--- src/rtl/popcount_accumulator_pkg.sv ---
// Shared constants for the binary-conv popcount path.
// The accumulator width defaults are kept here so the requant stage sizes itself identically.
package popcount_accumulator_pkg;

    // Width of a per-beat ones count (0..12 fits in 4 bits)
    localparam int CNT_W        = 4;
    // Bits per input beat, which is also the largest per-beat count
    localparam int MAX_BEAT_CNT = 12;
    // Default group-sum width
    localparam int ACC_W_DEF    = 16;
    // Default beat-counter width
    localparam int LEN_W_DEF    = 8;

endpackage

--- src/rtl/popcount_accumulator_adder.sv ---
// 12-input ones counter: purely combinational, {O3,O2,O1,O0} = number of set bits.
module adder_12to4
    import popcount_accumulator_pkg::*;
(
    input  logic [MAX_BEAT_CNT-1:0] i_bits,
    output logic [CNT_W-1:0]        o_cnt
);

    logic [CNT_W-1:0] w_sum;

    // Ripple sum of the twelve bits; synthesis reduces this to a compressor tree
    always_comb begin
        w_sum = '0;
        for (int i = 0; i < MAX_BEAT_CNT; i++) begin
            w_sum = w_sum + {{(CNT_W-1){1'b0}}, i_bits[i]};
        end
    end

    assign o_cnt = w_sum;

endmodule

--- src/rtl/popcount_accumulator.sv ---
// Streaming popcount accumulator: counts set bits per beat, sums them over a group closed
// by in_last, and emits one saturated result per group through a valid/ready output.
module popcount_accumulator
    import popcount_accumulator_pkg::*;
#(
    parameter int ACC_W = ACC_W_DEF,
    parameter int LEN_W = LEN_W_DEF
) (
    input  logic                    clk,
    input  logic                    reset,
    input  logic                    in_valid,
    output logic                    in_ready,
    input  logic [MAX_BEAT_CNT-1:0] in_data,
    input  logic                    in_last,
    output logic                    out_valid,
    input  logic                    out_ready,
    output logic [ACC_W-1:0]        out_sum,
    output logic [LEN_W-1:0]        out_beats,
    output logic                    out_ovf
);

    // Clamp an ACC_W+1 bit sum to the ACC_W range
    function automatic logic [ACC_W-1:0] sat_sum(input logic [ACC_W:0] s);
        return s[ACC_W] ? {ACC_W{1'b1}} : s[ACC_W-1:0];
    endfunction

    // Increment the beat counter, sticking at its maximum
    function automatic logic [LEN_W-1:0] sat_beat(input logic [LEN_W-1:0] b);
        return (b == {LEN_W{1'b1}}) ? b : b + {{(LEN_W-1){1'b0}}, 1'b1};
    endfunction

    logic [CNT_W-1:0] w_cnt_p0;
    logic             w_out_free;
    logic             w_s1_stall;
    logic             w_accept;
    logic             w_fire;
    logic [ACC_W:0]   w_nsum;
    logic             w_sat;
    logic [ACC_W-1:0] w_sum_sat;
    logic [LEN_W-1:0] w_nbeat;

    logic [CNT_W-1:0] r_cnt_p1;
    logic             r_last_p1;
    logic             r_vld_p1;

    logic [ACC_W-1:0] r_acc;
    logic [LEN_W-1:0] r_beat_cnt;
    logic             r_acc_ovf;

    logic             r_out_valid;
    logic [ACC_W-1:0] r_out_sum;
    logic [LEN_W-1:0] r_out_beats;
    logic             r_out_ovf;

    // ---- stage 0: combinational ones count ahead of the S1 register ----
    adder_12to4 u_adder (
        .i_bits (in_data),
        .o_cnt  (w_cnt_p0)
    );

    // Only a last beat needs the output register; non-last beats always drain into acc
    assign w_out_free = !r_out_valid || out_ready;
    assign w_s1_stall = r_vld_p1 && r_last_p1 && !w_out_free;
    assign in_ready   = !r_vld_p1 || !(r_last_p1 && !w_out_free);
    assign w_accept   = in_valid && in_ready;
    assign w_fire     = r_vld_p1 && !w_s1_stall;

    // S1 control: valid set on accept, cleared once the beat is consumed by stage 2
    always_ff @(posedge clk) begin
        if (reset) begin
            r_vld_p1 <= 1'b0;
        end else if (w_accept) begin
            r_vld_p1 <= 1'b1;
        end else if (w_fire) begin
            r_vld_p1 <= 1'b0;
        end
    end

    // S1 data: captured only on accept so an undriven in_data never enters the pipe
    always_ff @(posedge clk) begin
        if (w_accept) begin
            r_cnt_p1  <= w_cnt_p0;
            r_last_p1 <= in_last;
        end
    end

    // ---- stage 1 -> stage 2: accumulate with saturation ----
    assign w_nsum    = {1'b0, r_acc} + {{(ACC_W+1-CNT_W){1'b0}}, r_cnt_p1};
    assign w_sat     = w_nsum[ACC_W];
    assign w_sum_sat = sat_sum(w_nsum);
    assign w_nbeat   = sat_beat(r_beat_cnt);

    // Group accumulator: beat_cnt==0 is the implicit idle state, cleared when a group closes
    always_ff @(posedge clk) begin
        if (reset) begin
            r_acc      <= '0;
            r_beat_cnt <= '0;
            r_acc_ovf  <= 1'b0;
        end else if (w_fire) begin
            if (r_last_p1) begin
                r_acc      <= '0;
                r_beat_cnt <= '0;
                r_acc_ovf  <= 1'b0;
            end else begin
                r_acc      <= w_sum_sat;
                r_beat_cnt <= w_nbeat;
                r_acc_ovf  <= r_acc_ovf | w_sat;
            end
        end
    end

    // ---- stage 2 -> output register ----
    // Result register: a reload in the same cycle as a handshake wins, avoiding a bubble
    always_ff @(posedge clk) begin
        if (reset) begin
            r_out_valid <= 1'b0;
            r_out_sum   <= '0;
            r_out_beats <= '0;
            r_out_ovf   <= 1'b0;
        end else if (w_fire && r_last_p1) begin
            r_out_valid <= 1'b1;
            r_out_sum   <= w_sum_sat;
            r_out_beats <= w_nbeat;
            r_out_ovf   <= r_acc_ovf | w_sat;
        end else if (r_out_valid && out_ready) begin
            r_out_valid <= 1'b0;
        end
    end

    assign out_valid = r_out_valid;
    assign out_sum   = r_out_sum;
    assign out_beats = r_out_beats;
    assign out_ovf   = r_out_ovf;

endmodule
--- config.mk ---
export PLATFORM = sky130hd
export DESIGN_NAME = popcount_accumulator
export DESIGN_NICKNAME = d
export VERILOG_FILES = /design/src/rtl/popcount_accumulator_pkg.sv /design/src/rtl/popcount_accumulator_adder.sv /design/src/rtl/popcount_accumulator.sv
export SDC_FILE = /design/constraint.sdc
export NUM_CORES = 1
export LEC_CHECK = 0
export CORE_ASPECT_RATIO = 0.7
export CORE_MARGIN = 4
export CORE_UTILIZATION = 56
export CTS_BUF_LIST = sky130_fd_sc_hd__clkbuf_8
export DETAILED_ROUTE_END_ITERATION = 12
export PLACE_DENSITY = 0.93
export SLEW_MARGIN = 10
export SYNTH_ARGS = -nofsm -noshare
export SYNTH_HDL_FRONTEND = slang
export SYNTH_SLANG_ARGS = --single-unit
--- constraint.sdc ---
create_clock -name clk -period 4.1 [get_ports clk]
set_clock_uncertainty 0.15 [all_clocks]
set_input_delay 0.82 -clock clk [delete_from_list [all_inputs] [get_ports clk]]
set_output_delay 0.82 -clock clk [all_outputs]
set_load 0.01 [all_outputs]
==> results of run 1 <==
kinds of logic (layout without fill, tap and decap cells):
| logic type | Yosys count | count (layout) |
|---|---|---|
| XOR/XNOR | 11 | 11 |
| multiplexers | 2 | 2 |
| AO/OA/AOI/OAI | 103 | 103 |
| adder cells (fa/ha/maj) | 17 | 17 |
| buffers and inverters | 39 | 85 |
| AND/OR/NAND/NOR | 118 | 118 |
| flip-flops | 57 | 57 |
per-stage QoR:
stage / area [sq um] / std cells / setup slack (ns)
2_1_floorplan: 3000 / 347 / 0.274
3_3_place_gp: 3460 / 446 / -0.183
3_5_place_dp: 3460 / 446 / -0.303
4_1_cts: 3700 / 462 / 0.0621
5_1_grt: 3710 / 462 / 0.0388
6_report: 3710 / 462 / 0.146
timing repair:
action | in CTS | in global routing
gates resized for setup | 0 | 1
hold endpoints to repair | 0 | 0
setup endpoints to repair | 0 | 1
buffers inserted | 0 | 0
worst max-delay path: stages:
cell and delay, ns:
sky130_fd_sc_hd__clkdlybuf4s50_1 0.40, sky130_fd_sc_hd__ha_1 0.29, sky130_fd_sc_hd__inv_1 0.08, sky130_fd_sc_hd__fa_1 0.43
sky130_fd_sc_hd__fa_1 0.54, sky130_fd_sc_hd__fa_1 0.45, sky130_fd_sc_hd__fa_2 0.37, sky130_fd_sc_hd__fa_1 0.39
sky130_fd_sc_hd__xnor2_1 0.13
cell type report:
| type | instances | area (sq um) | area share |
|---|---|---|---|
| Sequential cell | 57 | 1190 | 0.321 |
| Timing Repair Buffer | 48 | 468 | 0.126 |
| Clock inverter | 6 | 105 | 0.0283 |
| Multi-Input combinational cell | 251 | 1640 | 0.442 |
| Clock buffer | 10 | 138 | 0.0371 |
| Tap cell | 69 | 86.3 | 0.0233 |
| Inverter | 21 | 78.8 | 0.0213 |
state kept, by name, indices dropped and copies added (netlist names):
| name | count |
|---|---|
| out_valid | 1 |
| out_sum | 16 |
| out_beats | 8 |
| r_vld_p1 | 1 |
| r_last_p1 | 1 |
| r_beat_cnt | 8 |
| out_ovf | 1 |
| r_acc_ovf | 1 |
| r_acc | 16 |
| r_cnt_p1 | 4 |
cells in the final DEF, fill, tap and decap left out, drive strengths merged, types with 9 or more instances in the layout:
| master | count |
|---|---|
| clkdlybuf4s50 | 43 |
| nand3 | 9 |
| clkbuf | 10 |
| dfxtp | 52 |
| o21ai | 32 |
| xnor2 | 9 |
| and3 | 9 |
| nor2 | 23 |
| nor3 | 13 |
| inv | 21 |
| ha | 9 |
| a21oi | 35 |
| nand2 | 41 |
power by group through the flow:
stage / Sequential, mW / Combinational, mW / Clock, mW
5_1_grt: 0.616 / 0.262 / 0.675
6_report: 0.613 / 0.229 / 0.645
4_1_cts: 0.613 / 0.230 / 0.650
3_3_place_gp: 0.624 / 0.209 / 0
3_5_place_dp: 0.625 / 0.229 / 0
2_1_floorplan: 0.623 / 0.155 / 0
layer usage:
metal  part of all wire  up-vias  wire [um]
met5                  0        -          0
met4              0.021        0        150
met3              0.066       19        480
met2               0.48       86       3470
met1               0.43     1284       3130
li1                   -     1302          -
worst max path at each step:
stage                     cells after the start  slack, ns                    end
after floorplan                               8       0.27  r_cnt_p1[2]$_DFFE_PP_
after global placement                        9      -0.18  r_cnt_p1[2]$_DFFE_PP_
after detailed placement                      9      -0.30  r_cnt_p1[2]$_DFFE_PP_
after CTS                                     9       0.06  r_cnt_p1[2]$_DFFE_PP_
after global routing                          9       0.04  r_cnt_p1[2]$_DFFE_PP_
final                                         9       0.15  r_cnt_p1[2]$_DFFE_PP_
==> impl_summary.log, run 1 <==
INFO  metric outcome = finished clean
INFO  metric diodes = 0
INFO  metric synth.net_count = 381
INFO  metric p_leak = 1.45 nW
INFO  metric grt_first_pass_wirelength = 12,000 um
INFO  metric worst_hold_depth = 2
INFO  metric synth_edf_count = 5
INFO  metric post-dp-hpwl = 5080 um
INFO  metric timing.setup.critical_path_class = primary input to flip-flop
INFO  metric worstHoldPathType = flip-flop to flip-flop
INFO  metric netSwitchingFraction = 0.249
INFO  metric final.fill_count = 358
INFO  metric synth-simple-area-share = 0.202
INFO  metric routed_wl = 7230 um
INFO  metric power.share.sequential = 0.412
INFO  metric grt.met1_usage = 0.290
INFO  metric synth_seq_cells = between 50 and 60
INFO  metric drt_pass1_iterations = 4
INFO  metric cts-htree-levels = 3
INFO  metric sequential_to_total_area_share_from_yosys_stat = 0.397
INFO  metric critical_path_required = ~4.1 ns
INFO  metric share_of_post_route_cells_with_drive_strength_above_1 = 0.104
INFO  metric hold_viol = 0
INFO  metric rsz_0062_raised_after_global_routing = no
INFO  metric cts_made_buffers = 9
INFO  metric worst_slack_on_hold_paths = roughly 0.28 ns
INFO  metric globalRouteOverflowTotal = 0
INFO  metric cts_tree = yes
INFO  metric drtAntennaViolNets = 0
INFO  metric vias_per_cell = 5.82
INFO  metric floorplan.die.width = around 95 um
INFO  metric cells_on_worst_reg2reg_path = 7
INFO  metric io_buffers = between 40 and 50
INFO  metric floorplan.rows = 21
INFO  metric r2r_slack = around 1.6 ns
INFO  metric postSynthAreaPerCell = 8.64 sq um
INFO  metric ratio_of_final_minimum_period_to_clock_period = 0.964
INFO  metric final_period_minus_worst_setup_slack = 3.95 ns
INFO  metric synth_top_area_frac = 0.347
INFO  metric maxClockFrequency = 0.253 GHz
INFO  metric post-synth-top-count-cell = sky130_fd_sc_hd__dfxtp_1
INFO  metric crit_path_start = in_data[0]
INFO  metric synth_area = 3000 sq um
INFO  metric cellPowerDensity = between 400 and 500 nW/um^2
INFO  metric insertion_delay = approximately 0.35 ns
INFO  metric power.total = 1.49 mW
INFO  metric syn_warnings = 0
INFO  metric synth_top_cell_by_area = sky130_fd_sc_hd__dfxtp_1
INFO  metric post_cts_hold_buffer_count = 0
INFO  metric worstMarginPinSlew = 1.03 ns
INFO  metric synth-compound-area-share = 0.214
INFO  metric fin_tns_setup = 0 ns
INFO  metric synthTopCellsByArea = sky130_fd_sc_hd__dfxtp_1, sky130_fd_sc_hd__a21oi_1, sky130_fd_sc_hd__fa_1, sky130_fd_sc_hd__nand2_1, sky130_fd_sc_hd__edfxtp_1
INFO  metric chipHeight = 69.2 um
INFO  metric final-setup-viol-count = 0
INFO  metric netlist_cell_types = 60
INFO  metric ir_drop = 0.000299 V
INFO  metric grt.busiest_layer = met2
INFO  metric track_usage = 0.231
INFO  metric crit_path_start_kind = primary input
INFO  metric share_of_synthesized_area_spent_on_multiplexers = 0.00710
INFO  metric p_int = 1.12 mW
INFO  metric drv_slew = 0
INFO  metric dieArea = between 6000 and 7000 sq um
INFO  metric timing.slew.headroom = 0.309
INFO  metric post_synth_xor_area_fraction = 0.0322
INFO  metric start_util = 0.603
INFO  metric gp_routability_congestion = 0.908
INFO  metric timing.rr.end = r_acc[5]$_SDFFE_PP0P_
INFO  metric drc = 0
INFO  metric coreArea = 4970 sq um
INFO  metric clock_power_share = 0.434
INFO  metric launch_instance_of_the_worst_min_delay_path = out_sum[8]$_SDFFE_PP0P_
INFO  metric clk_pin_slew_worst_paths = 0.06 ns
INFO  metric number_of_global_route_vias_before_repair = approximately 2,600
INFO  metric grt_antenna_before_repair = 0
INFO  metric yosys_most_used_dff = sky130_fd_sc_hd__dfxtp_1
INFO  metric launch_instance_of_the_worst_register_to_register_path = r_acc[0]$_SDFFE_PP0P_
INFO  metric netlist_instances = 347
INFO  metric first_iter_violations = slightly below 200
INFO  metric min_to = out_sum[8]$_SDFFE_PP0P_
INFO  metric pin_count_of_the_biggest_net_entering_global_routing = 19
INFO  metric critPathArrivalTime = 3.90 ns
INFO  metric dominant_combinational_cell_family_by_area_after_synthesis = compound AO/OA/AOI/OAI gates
INFO  metric layout_stage_area_growth_over_the_synthesis_result = 23.7%
INFO  metric max-clock-path-buffers = 2
INFO  metric drv_cap = 0
INFO  metric io-pin-count = 44
INFO  metric vias = 2,691
INFO  metric globalRouteMet2Util = 0.371
INFO  metric power_frac_comb = 0.154
INFO  metric clkSinkCount = between 50 and 60
INFO  metric globalRouteMet3Util = 0.0683
INFO  metric path_max_fanout = 2
INFO  metric synth_async_sr_flop_share = 0
INFO  metric netlist_top_cells_count = sky130_fd_sc_hd__dfxtp_1, sky130_fd_sc_hd__nand2_1, sky130_fd_sc_hd__a21oi_1
INFO  metric final_nets = 422
INFO  metric worst_setup_path_end_kind = flip-flop
INFO  metric yosys.area_share.adder = 0.0910
INFO  metric root_buffer = sky130_fd_sc_hd__clkbuf_8
INFO  metric layout.core_utilization = 0.747
INFO  metric p_sw = 0.371 mW
INFO  metric drt-wirelength-per-cell = 15.7 um
No activity file was read; power rests on OpenSTA's default activity.
==> inputs of run 2 (changes only) <==
- CORE_UTILIZATION: 56 -> 65
- DONT_BUFFER_PORTS: default -> 1
- PLACE_DENSITY: 0.93 -> 0.92
==> run 2 against run 1 <==
  * Register-to-register slack better by 0.03 ns
  * Final area shrank 13%
  * Combinational power decreased by 17%
  * Count of clock-buffer cells in the layout up 2
  * Highest routed layer unchanged
==> impl_summary.log, run 2 (same netlist as run 1, synthesis figures left out) <==
INFO  metric outcome = finished clean
INFO  metric grt.met1_usage = 0.321 (+0.0301)
INFO  metric clkSinkCount = 57 (unchanged)
INFO  metric rsz_0062_raised_after_global_routing = no
INFO  metric floorplan.rows = 20 (-4.8%)
INFO  metric pre_cts_ws = 0.173 ns (+0.476 ns)
INFO  metric layout_stage_area_growth_over_the_synthesis_result = 7.27%
INFO  metric first_iter_violations = 231 (+18%)
INFO  metric grt_first_pass_wirelength = 10,900 um (-9.3%)
INFO  metric setup_slack = 0.547 ns (+0.401 ns)
INFO  metric cell_breakdown_of_the_critical_path = ha_1, inv_1, fa_1, fa_1, fa_1, fa_1, fa_1, inv_1
INFO  metric number_of_global_route_vias_before_repair = 2,392 (-9.4%)
INFO  metric floorplan.die.width = 89.2 um (-6.6%)
INFO  metric worstHoldPathType = flip-flop to flip-flop
INFO  metric dieArea = 5780 sq um (-13%)
INFO  metric cts_made_buffers = 9 (unchanged)
INFO  metric vias_per_cell = 6.07 (+4.2%)
INFO  metric routed_wl = 6450 um (-11%)
INFO  metric ratio_of_final_minimum_period_to_clock_period = 0.867 (-0.0978)
INFO  metric timing.setup.critical_path_class = primary input to flip-flop
INFO  metric critical_path_buf_inv_count = 2 (unchanged)
INFO  metric drt_pass1_iterations = 4 (unchanged)
INFO  metric io_buffers = 0 (-100%)
INFO  metric grt_antenna_before_repair = 0 (unchanged)
INFO  metric vias = 2,453 (-8.8%)
INFO  metric critPathArrivalTime = 3.50 ns (-0.40 ns)
INFO  metric layout.cells.most_common = sky130_fd_sc_hd__dfxtp_1
INFO  metric layout_common_cells = sky130_fd_sc_hd__dfxtp_1, sky130_fd_sc_hd__nand2_1, sky130_fd_sc_hd__a21oi_1, sky130_fd_sc_hd__inv_1, sky130_fd_sc_hd__nor2_1
INFO  metric gp_routability_congestion = 0.909 (+0.17%)
INFO  metric coreArea = 4400 sq um (-11%)
INFO  metric drt-wirelength-per-cell = 16.0 um (+1.9%)
INFO  metric path_max_fanout = 2 (unchanged)
INFO  metric insertion_delay = 0.34 ns (about the same)
INFO  metric timing.critical_path.slowest_cell_delay = 0.53 ns (about the same)
INFO  metric ir_drop = 0.000305 V (+2.2%)
INFO  metric critical-path-slowest-cell = sky130_fd_sc_hd__fa_1
INFO  metric critical_path.top_delay_family = adder cells
INFO  metric timing.slew.headroom = 0.352 (+0.0429)
INFO  metric chipHeight = 64.8 um (-6.3%)
INFO  metric globalRouteOverflowTotal = 0 (unchanged)
INFO  metric globalRouteMet2Util = 0.388 (+0.0170)
INFO  metric start_util = 0.680 (+0.0770)
INFO  metric final.fill_count = 340 (-5.0%)
INFO  metric worst_setup_path_end_kind = flip-flop
INFO  metric share_of_post_route_cells_with_drive_strength_above_1 = 0.106 (+0.00169)
INFO  metric cellPowerDensity = 417 nW/um^2 (+4.1%)
INFO  metric pin_count_of_the_biggest_net_entering_global_routing = 26 (+7)
INFO  metric track_usage = 0.247 (+0.0160)
INFO  metric fin_tns_setup = 0 ns (unchanged)
INFO  metric worstMarginPinSlew = 0.964 ns (-0.0639 ns)
INFO  metric io-pin-count = 44 (unchanged)
INFO  metric cts_resized = 0 (unchanged)
INFO  metric post_cts_buffers = 0 (unchanged)
INFO  metric post_cts_hold_buffer_count = 0 (unchanged)
INFO  metric grt.busiest_layer = met2
INFO  metric drv_cap = 0 (unchanged)
INFO  metric crit_path_start_kind = primary input
INFO  metric final_period_minus_worst_setup_slack = 3.55 ns (-0.401 ns)
INFO  metric max-clock-path-buffers = 2 (unchanged)
INFO  metric final-setup-viol-count = 0 (unchanged)
INFO  metric maxClockFrequency = 0.281 GHz (+11%)
INFO  metric critical-path-top-cell-by-count = sky130_fd_sc_hd__fa_1
INFO  metric drtAntennaViolNets = 0 (unchanged)
INFO  metric cts_tree = yes
INFO  metric diodes = 0 (unchanged)
INFO  metric cts-htree-levels = 3 (unchanged)
INFO  metric critical_path_required = 4.05 ns (about the same)
INFO  metric regArea = 1190 sq um (unchanged)
INFO  metric multi_input_area = 1640 sq um (-0.15%)
INFO  metric p_leak = 1.28 nW (-12%)
INFO  metric clk_pin_slew_worst_paths = 0.06 ns (about the same)
INFO  metric hold_viol = 0 (unchanged)
INFO  metric root_buffer = sky130_fd_sc_hd__clkbuf_8
INFO  metric drc = 0 (unchanged)
INFO  metric final_nets = 378 (-10%)
INFO  metric drv_slew = 0 (unchanged)
INFO  metric globalRouteMet3Util = 0.0902 (+0.0219)
INFO  metric post-dp-hpwl = 4680 um (-7.7%)
==> run 2: cell count changes in the layout (fill, tap and decap cells not counted), sizes merged <==
cell           change
buf                -1
clkbuf             +2
clkinv             -2
clkdlybuf4s50     -43
inv                +2
bufinv             -2
==> run 2: final cells by class <==
type / count / area share
clock buffers: 12 / 0.0514
clock inverters: 4 / 0.0132
inverters: 21 / 0.0245
multi-input cells: 251 / 0.510
flip-flops and latches: 57 / 0.371
well taps: 55 / 0.0214
repair buffers: 4 / 0.00934
==> run 2: metrics by stage <==
| stage | hold slack, ns | util | cells | power (mW) | instance area [sq um] |
|---|---|---|---|---|---|
| finish | 0.313 | 0.730 | 404 | 1.34 | 3210 |
| global route | 0.354 | 0.730 | 404 | 1.42 | 3210 |
| floorplan | 0.282 | - | 347 | 0.778 | 3000 |
| detailed placement | 0.304 | 0.683 | 388 | 0.821 | 3010 |
| global placement | 0.286 | 0.683 | 388 | 0.804 | 3010 |
| CTS | 0.313 | 0.730 | 404 | 1.35 | 3210 |
==> run 2: per-layer routing <==
layer	part of all wire	vias to the layer above
met5	0	-
met4	0.0092	0
met3	0.077	8
met2	0.47	85
met1	0.45	1144
li1	-	1216
==> run 2: worst paths after layout <==
check | start | to | slack [ns] | cells past startpoint
worst max-delay path | in_data[0] | r_cnt_p1[1]$_DFFE_PP_ | 0.55 | 8
worst min-delay path | r_acc[0]$_SDFFE_PP0P_ | r_acc[0]$_SDFFE_PP0P_ | 0.31 | 2
worst max register to register | r_cnt_p1[2]$_DFFE_PP_ | r_acc[11]$_SDFFE_PP0P_ | 1.63 | 6
worst min register to register | r_acc[0]$_SDFFE_PP0P_ | r_acc[0]$_SDFFE_PP0P_ | 0.31 | 2
==> run 2: worst register-to-register path, stage by stage, from the launching register on <==
cell,delay (ns)
sky130_fd_sc_hd__edfxtp_1,0.38
sky130_fd_sc_hd__ha_1,0.42
sky130_fd_sc_hd__a211oi_2,0.15
sky130_fd_sc_hd__or2_4,0.31
sky130_fd_sc_hd__nor3_4,0.52
sky130_fd_sc_hd__nor2_2,0.15
sky130_fd_sc_hd__a311oi_1,0.31
==> run 2: where the power goes <==
part	internal, mW	switching (mW)	leakage (nW)
clock network	0.325	0.211	0.115
registers	0.596	0.0198	0.469
logic	0.0805	0.109	0.697
